[src/rtl/rv32i_decode_queue.sv]
// rv32i_decode_queue
// ------------------
// Multi-lane RV32I decode stage with a circular instruction queue. It sits
// between fetch and issue. Up to WIDTH instructions are decoded at enqueue
// and stored with their PC and raw encoding. The WIDTH oldest entries are
// presented on the out_* lanes each cycle, and the consumer retires 0..WIDTH
// of them.
//
// Optional feature (macro RV32I_DECODE_QUEUE_BYPASS_EN):
//   When the macro is defined, the queue is empty, and flush is low, the
//   incoming lanes are decoded and shown on out_* in the same cycle. Lanes
//   consumed that cycle are not written. The remaining lanes are enqueued
//   normally.
//   When the macro is undefined, outputs always come from queue storage,
//   one cycle after enqueue.
//
// Ports
//   clk, reset          rising-edge clock, synchronous active-high reset
//   flush               discard every queued entry (redirect)
//   in_valid[WIDTH]     per-lane valid; only the leading run of ones counts
//   in_instr, in_pc     WIDTH*XLEN instruction words / PCs, lane i at [i*XLEN +: XLEN]
//   in_ready            a full group of WIDTH entries fits (registered count only)
//   out_valid[WIDTH]    thermometer: lane i valid iff occupancy > i
//   out_control_word    WIDTH*26 decoded control words
//   out_branch_sel      WIDTH*3 branch selects
//   out_pc, out_instr   stored PC and raw instruction per lane
//   out_illegal         lane holds an undecodable instruction
//   out_consume         number of head entries retired this cycle (clamped to count)
//   count               current occupancy

module rv32i_decode_queue #(
    parameter int WIDTH = 2,
    parameter int DEPTH = 8,
    parameter int XLEN  = 32
) (
    input  logic                         clk,
    input  logic                         reset,
    input  logic                         flush,
    input  logic [WIDTH-1:0]             in_valid,
    input  logic [WIDTH*XLEN-1:0]        in_instr,
    input  logic [WIDTH*XLEN-1:0]        in_pc,
    output logic                         in_ready,
    output logic [WIDTH-1:0]             out_valid,
    output logic [WIDTH*26-1:0]          out_control_word,
    output logic [WIDTH*3-1:0]           out_branch_sel,
    output logic [WIDTH*XLEN-1:0]        out_pc,
    output logic [WIDTH*XLEN-1:0]        out_instr,
    output logic [WIDTH-1:0]             out_illegal,
    input  logic [$clog2(WIDTH+1)-1:0]   out_consume,
    output logic [$clog2(DEPTH+1)-1:0]   count
);

    localparam int PW = $clog2(DEPTH);
    localparam int CW = $clog2(DEPTH+1);
    localparam int NW = $clog2(WIDTH+1);

    // Decoded word layout: {illegal, branch_sel[2:0], control_word[25:0]}
    function automatic logic [29:0] decode(input logic [31:0] instr);
        logic [6:0] op;
        logic [2:0] f3;
        logic       r, i_alu, ld, jalr, s, b, lui, auipc, jal;
        logic       i_t, u, we, use_imm, save_pc, illegal;
        logic [3:0] fsel;
        logic [2:0] bsel, mw;
        logic [4:0] rd, rs1, rs2;
        op      = instr[6:0];
        f3      = instr[14:12];
        r       = (op == 7'b0110011);
        i_alu   = (op == 7'b0010011);
        ld      = (op == 7'b0000011);
        jalr    = (op == 7'b1100111);
        s       = (op == 7'b0100011);
        b       = (op == 7'b1100011);
        lui     = (op == 7'b0110111);
        auipc   = (op == 7'b0010111);
        jal     = (op == 7'b1101111);
        i_t     = i_alu | ld | jalr;
        u       = lui | auipc;
        we      = r | i_t | u | jal;
        use_imm = i_t | s | u | jal;
        save_pc = jalr | auipc | jal;
        illegal = !(r | i_alu | ld | jalr | s | b | lui | auipc | jal)
                | (b  && (f3[2:1] == 2'b01))
                | (ld && ((f3 == 3'b011) || (f3[2:1] == 2'b11)))
                | (s  && (f3 >= 3'b011));

        fsel = 4'b0000;
        if (r | i_alu) begin
            case (f3)
                3'b000:  fsel = r ? {3'b000, instr[30]} : 4'b0000;
                3'b001:  fsel = 4'b1000;
                3'b010:  fsel = 4'b0010;
                3'b011:  fsel = 4'b0011;
                3'b100:  fsel = 4'b0100;
                3'b101:  fsel = instr[30] ? 4'b1001 : 4'b1010;
                3'b110:  fsel = 4'b0101;
                default: fsel = 4'b0110;
            endcase
        end else if (b) begin
            fsel = (f3[2:1] == 2'b11) ? 4'b0011 : 4'b0001;
        end

        bsel = 3'b000;
        if (jalr) begin
            bsel = 3'b111;
        end else if (jal) begin
            bsel = 3'b110;
        end else if (b) begin
            case (f3)
                3'b000:         bsel = 3'b010;
                3'b001:         bsel = 3'b011;
                3'b100, 3'b110: bsel = 3'b100;
                3'b101, 3'b111: bsel = 3'b101;
                default:        bsel = 3'b000;
            endcase
        end

        mw  = (ld | s) ? f3 : 3'b000;
        rd  = we ? instr[11:7] : 5'd0;
        rs1 = (u | jal) ? 5'd0 : instr[19:15];
        rs2 = instr[24:20];

        if (illegal)
            decode = {1'b1, 29'd0};
        else
            decode = {1'b0, bsel, rd, rs2, rs1, fsel, we, save_pc, ld, use_imm, mw};
    endfunction

    // Queue storage (data only; occupancy is tracked by head/tail/count)
    logic [25:0]     cw_mem    [DEPTH];
    logic [2:0]      bsel_mem  [DEPTH];
    logic            ill_mem   [DEPTH];
    logic [XLEN-1:0] pc_mem    [DEPTH];
    logic [XLEN-1:0] instr_mem [DEPTH];

    logic [PW-1:0] head, tail;
    logic [NW-1:0] n_in;
    logic [CW-1:0] n_in_ext, n_out, n_skip, n_wr, consume_ext;
    logic          wr_en, bypass;
    logic [29:0]   dec     [WIDTH];
    logic [PW-1:0] wr_slot [WIDTH];

    always_comb begin
        n_in = '0;
        for (int i = 0; i < WIDTH; i++) begin
            // Extends only while every earlier lane was valid.
            if (in_valid[i] && (n_in == NW'(i)))
                n_in = NW'(i + 1);
        end
        n_in_ext    = CW'(n_in);
        consume_ext = CW'(out_consume);
        n_out       = (consume_ext > count) ? count : consume_ext;
        in_ready    = ((CW'(DEPTH) - count) >= CW'(WIDTH));

`ifdef RV32I_DECODE_QUEUE_BYPASS_EN
        bypass = (count == '0) && !flush;
`else
        bypass = 1'b0;
`endif
        // Lanes taken straight from the inputs by the consumer are not stored.
        n_skip = '0;
        if (bypass)
            n_skip = (consume_ext > n_in_ext) ? n_in_ext : consume_ext;

        wr_en = in_ready && !flush && (n_in != '0);
        n_wr  = wr_en ? (n_in_ext - n_skip) : '0;

        for (int i = 0; i < WIDTH; i++) begin
            dec[i]     = decode(in_instr[i*XLEN +: 32]);
            wr_slot[i] = tail + PW'(i) - PW'(n_skip);
        end
    end

    always_ff @(posedge clk) begin
        if (reset || flush) begin
            head  <= '0;
            tail  <= '0;
            count <= '0;
        end else begin
            head  <= head + PW'(n_out);
            tail  <= tail + PW'(n_wr);
            count <= count + n_wr - n_out;
        end
    end

    always_ff @(posedge clk) begin
        for (int i = 0; i < WIDTH; i++) begin
            if (wr_en && (CW'(i) >= n_skip) && (CW'(i) < n_in_ext)) begin
                cw_mem[wr_slot[i]]    <= dec[i][25:0];
                bsel_mem[wr_slot[i]]  <= dec[i][28:26];
                ill_mem[wr_slot[i]]   <= dec[i][29];
                pc_mem[wr_slot[i]]    <= in_pc[i*XLEN +: XLEN];
                instr_mem[wr_slot[i]] <= in_instr[i*XLEN +: XLEN];
            end
        end
    end

    // Output lanes: lane i shows slot head+i. Invalid lanes are forced to zero.
    always_comb begin
        out_valid        = '0;
        out_control_word = '0;
        out_branch_sel   = '0;
        out_pc           = '0;
        out_instr        = '0;
        out_illegal      = '0;
        for (int i = 0; i < WIDTH; i++) begin
            if (bypass) begin
                if (CW'(i) < n_in_ext) begin
                    out_valid[i]               = 1'b1;
                    out_control_word[i*26 +: 26] = dec[i][25:0];
                    out_branch_sel[i*3 +: 3]   = dec[i][28:26];
                    out_illegal[i]             = dec[i][29];
                    out_pc[i*XLEN +: XLEN]     = in_pc[i*XLEN +: XLEN];
                    out_instr[i*XLEN +: XLEN]  = in_instr[i*XLEN +: XLEN];
                end
            end else if (count > CW'(i)) begin
                out_valid[i]                 = 1'b1;
                out_control_word[i*26 +: 26] = cw_mem[head + PW'(i)];
                out_branch_sel[i*3 +: 3]     = bsel_mem[head + PW'(i)];
                out_illegal[i]               = ill_mem[head + PW'(i)];
                out_pc[i*XLEN +: XLEN]       = pc_mem[head + PW'(i)];
                out_instr[i*XLEN +: XLEN]    = instr_mem[head + PW'(i)];
            end
        end
    end

endmodule

[config.mk]
export PLATFORM = sky130hd
export DESIGN_NAME = rv32i_decode_queue
export DESIGN_NICKNAME = d
export VERILOG_FILES = /design/src/rtl/rv32i_decode_queue.sv
export SDC_FILE = /design/constraint.sdc
export NUM_CORES = 2
export LEC_CHECK = 0
export ABC_AREA = 1
export BUFFER_PORTS_ARGS = -buffer_cell sky130_fd_sc_hd__buf_2
export CORE_MARGIN = 5
export CORE_UTILIZATION = 45
export CTS_CLUSTER_SIZE = 14
export DETAILED_ROUTE_END_ITERATION = 8
export SLEW_MARGIN = 20
export SYNTH_ARGS = -nofsm -noshare
export SYNTH_HDL_FRONTEND = slang
export SYNTH_SLANG_ARGS = --single-unit
export TNS_END_PERCENT = 10
[constraint.sdc]
create_clock -name clk -period 10.1 [get_ports clk]
set_input_delay 0.505 -clock clk [delete_from_list [all_inputs] [get_ports clk]]
set_output_delay 0.505 -clock clk [all_outputs]
set_load 0.02 [all_outputs]
# Word level (Yosys, flattened, before mapping)
# Memories as Yosys holds them, arrays and structs flattened. A register that Yosys moved wholly into a read port is not among the register bits.
# Cells that the tools add are included.
# totals
wordCells	185
mem_bits_rw	752
register_bits	10
mem_count	5
out_inout_bits	195
# classes
bitwise	48
n_addsub	7
reduce_logical	24
eq_ne	37
order_cmp	8
muxes	53
# memory_table
name	depth	word_bits	rd	rd_clocked_by_memory_dff	write_ports	line_no	text
instr_mem	8	32	2	1	2	134	logic [XLEN-1:0] instr_mem [DEPTH];
pc_mem	8	32	2	1	2	133	logic [XLEN-1:0] pc_mem [DEPTH];
cw_mem	8	26	2	1	2	130	logic [25:0] cw_mem [DEPTH];
bsel_mem	8	3	2	1	2	131	logic [2:0] bsel_mem [DEPTH];
ill_mem	8	1	2	1	2	132	logic ill_mem [DEPTH];
# op_table
cell	n
two-way mux 32 bit	4
two-way mux 30 bit	2
case mux 4 bit (7 select lines)	2
two-way mux 26 bit	2
bitwise OR 1 bit	48
two-way mux 3 bit	15
equality test 7 x 6 -> 1 bit (second input constant)	6
equality test 7 bit (second input constant)	6
equality test 7 x 5 -> 1 bit (second input constant)	4
equality test 3 bit (second input constant)	8
case mux 3 bit (4 select lines)	2
two-way mux 5 bit	4
two-way mux 2 bit	8
equality test 7 x 2 -> 1 bit (second input constant)	2
equality test 3 x 2 -> 1 bit (second input constant)	4
two-way mux 4 bit	3
logical AND 1 bit	11
two-way mux 1 bit	11
greater-than comparator 4 x 1 -> 1 bit (second input constant)	2
OR reduction 2 bit	4
adder 3 x 1 -> 3 bit (second input constant)	2
equality test 3 x 1 -> 1 bit (second input constant)	2
greater-or-equal comparator 3 x 2 -> 1 bit (second input constant)	2
logical NOT 3 bit	2
other kinds (14)	21

# Logic depth before layout (Yosys ltp)
# logic_depth
depth_word	14
depth_mapped	18
mapped_depth_nobuf	18

# Least setup slack after synthesis
# No wires, ideal clock.
# synth_timing
kind	reg-to-reg
start	reg count[0]
end	mem bsel_mem[2][0] (enable)
period_less_slack_ps	8748
n_path_buf	0
setup_slack_ps	1352
stages_incl_launch_ff	12
t_arrival_ps	8071
setup_ps	676
path_cell_list	dfxtp_1 -> inv_1 -> ha_1 -> inv_1 -> nand2_1 -> nand2_1 -> nor2_1 -> nand3_2 -> nand2_1 -> inv_1 -> nand3_1 -> o21ai_0
# synth_rtl
item	line_no	text
start: declaration	50	output logic [$clog2(DEPTH+1)-1:0] count
start signal: assignment	182	count <= count + n_wr - n_out;
end: declaration	131	

# Worst setup path in the final report
# layout_timing
start	reg head[0]
end	out out_instr[59]
# layout_via
elab_chain_len	3
# layout_lines
item	line_no	text
start: declaration	136	logic [PW-1:0] head, tail;
start signal: assignment	180	head <= head + PW'(n_out);
adder 3 x 1 -> 3 bit	222	out_instr[i*XLEN +: XLEN] = instr_mem[head + PW'(i)];
memory (8 x 32 bit)	--	
two-way mux 32 bit	216	end else if (count > CW'(i)) begin
end: declaration	47	output logic [WIDTH*XLEN-1:0] out_instr,
# Every way passes these cells.

==> run metrics <==
Layout Nets a little under 6000; Post-synth EDFFs about 750; combinational cell fraction of total power 0.428; mean post-synth cell area a little over 8 um2; CTS tree done; skew final around 0.022 ns; initial DRC count between 5000 and 6000; critical path peak fanout 94; Sw Share 0.428; Final ANT Viol Nets 0; FMAX around 170 MHz; clk sinks about 760; Setup CP Type flip-flop to output port; #FFs+latches synth ~760; PD cells around 240 mW/mm2; Post-CTS Resized 0; CTS Buf Count 90; xor/xnor share of the synthesized area 0.000949; synth unique cells 46; layout cells sized above 1 0.136; CTS Hold Buffers Added 0; largest net degree at the start of global routing between 150 and 200; Synth area leader edfxtp_1; post-synthesis sequential area ratio 0.494; Pins Over Slew Limit 0; Mapped Nets between 5000 and 6000; Post-synth top flop edfxtp_1; Clock Latency Late Sink between 0.6 and 0.7 ns; CP startpoint kind flip-flop; top-count cell post-synth o21ai_0; num ports 330; Internal 6.88 mW; HP Class input port to flip-flop; placed instance area ~0.048 mm2; grt ovf 0; DRT Pass-1 Iters 6; outcome finished clean; CP required between 9 and 10 ns; P_sw around 5.1 mW; Cell Area, Synth between 0.04 and 0.05 mm2; Cells after Synth 5678; largest family of logic cells by synthesized area compound AO/OA/AOI/OAI gates; measured slew at the worst slew-check pin between 1 and 1.5 ns; antenna violations before repair 12; Synth Area in Adders 0.00591; max_slew headroom 0.202; Synth Area in Simple Gates 0.177; Total Neg Setup Slack 0 ns; CTS H-tree lvls 3; non-filler cells, final 7058; top cells by area, synth edfxtp_1 (49%), o21ai_0 (16%), nor2_1 (7.0%), nand2_1 (7.0%), o221a_2 (4.1%); Leak Pwr between 15 and 20 nW; hpwl dp around 100000 um; vias per cell 6.12; synth warn 0; maxcap violations 0; crit end category output port; WL per Instance 24.6 um; Placed Cells ~6900; Core Region between 0.1 and 0.15 mm2; Min Hold Slack 0.225 ns; Area Overhead vs Synth 9.97%; ys async rst share 0; most frequent cells after synthesis o21ai_0 (1507), nor2_1 (866), nand2_1 (855), edfxtp_1 (752), clkbuf_1 (343); clock group share of total power 0.259; setup repair after global routing missed its margin no; first-pass GRT wire length around 250000 um; final hold vios 0; setup violators final 0; post-synthesis mux area share 0; drt total wl about 170000 um; Tot GR Track Use 0.306; top cell type's share of synthesized area 0.489; die width 330 um; Flop pwr share 0.313; Non-Filler Cell Area, Final 0.0507 mm2; Buffers on Ports 329; DRC Markers 0; Final Critical Period about 5.8 ns; cell row count roughly 120; Post-CTS Setup Inserts 0; Tot Pwr 12.0 mW; Synth Area in Compound Gates 0.251; VDD IR max ~0.00022 V; Initial Util 0.453; CP arrival 5.25 ns; number of global-route vias before repair 39805; period utilization 0.570; via count 43185; Clock Tree Root clkbuf_16; clk slew on worst S/H paths around 0.060 ns; Die H about 330 um; global placer's final weighted congestion 0.893; Max Root-Sink Buffers 3; Die ar. 0.109 mm2
[kinds of logic (layout without fill, tap and decap cells)]
| family | Yosys count | in the layout |
|---|---|---|
| compound gates | 2060 | 2060 |
| xor+xnor | 5 | 5 |
| fa+ha+maj | 20 | 20 |
| buf+inv | 802 | 808 |
| flops | 762 | 762 |
| other cells | 0 | 6 |
| simple gates | 2029 | 2029 |
[state kept, by name (all words and copies together) (netlist names)]
name	count
tail	3
ill_mem	8
bsel_mem	24
cw_mem	208
instr_mem	256
pc_mem	256
count	4
head	3
[layer usage]
layer | routed length [um] | global-route usage
met1 | 68400 | 0.407
met2 | 79200 | 0.493
met3 | 18100 | 0.0517
met4 | 8030 | 0.141
met5 | 13 | 0
[power by group through the flow]
| stage | registers [mW] | logic, mW | clock network [mW] |
|---|---|---|---|
| global route | 3.78 | 5.47 | 3.27 |
| finish | 3.77 | 5.14 | 3.12 |
| CTS | 3.76 | 5.08 | 3.14 |
| global placement | 3.83 | 5.01 | 0 |
| detailed placement | 3.83 | 5.06 | 0 |
| floorplan | 3.81 | 3.21 | 0 |
[cell usage in the layout, fill, tap and decap left out, drive strengths merged, types with 103 or more instances in the layout]
cell,instances
o21ai,1641
a21oi,134
buf,399
nand3,149
clkbuf,118
o221a,176
edfxtp,752
nor3,103
nand2,867
nor2,890
inv,244
[path summary, 6_finish.rpt]
check / startpoint / slack [ns] / depth (start not counted) / endpoint
worst min register to register: count[2]$_SDFF_PP0_ / 0.63 / 3 / head[2]$_SDFF_PP0_
worst max register to register: tail[0]$_SDFF_PP0_ / 5.23 / 11 / instr_mem[6][17]$_DFFE_PP_
worst max-delay path: head[0]$_SDFF_PP0_ / 4.35 / 7 / out_instr[59]
worst min-delay path: reset / 0.22 / 3 / head[0]$_SDFF_PP0_
[critical path: stages, from the launching register on]
cell	delay [ns]
dfxtp_4	0.87
buf_4	0.81
buf_4	0.83
buf_4	0.78
o21ai_0	0.22
o221a_2	0.32
nor3_1	0.27
buf_2	0.23
[cell type report]
type / instances / area, um2
fill: 9508 / 51000
sequential: 762 / 22800
multi-input combinational: 4114 / 20200
clock buffer: 118 / 2460
timing repair buffer: 399 / 2320
tap: 1368 / 1710
inverter: 244 / 958
clock inverter: 47 / 273
antenna: 6 / 15.0
[through the flow]
step | util | worst slack, ns
after detailed placement | 0.471 | 5.09
after floorplan | - | 1.35
after global placement | 0.470 | 5.07
final | 0.499 | 4.35
after global routing | 0.499 | 4.10
after CTS | 0.498 | 4.37
Power figures use the tool's default switching activity.
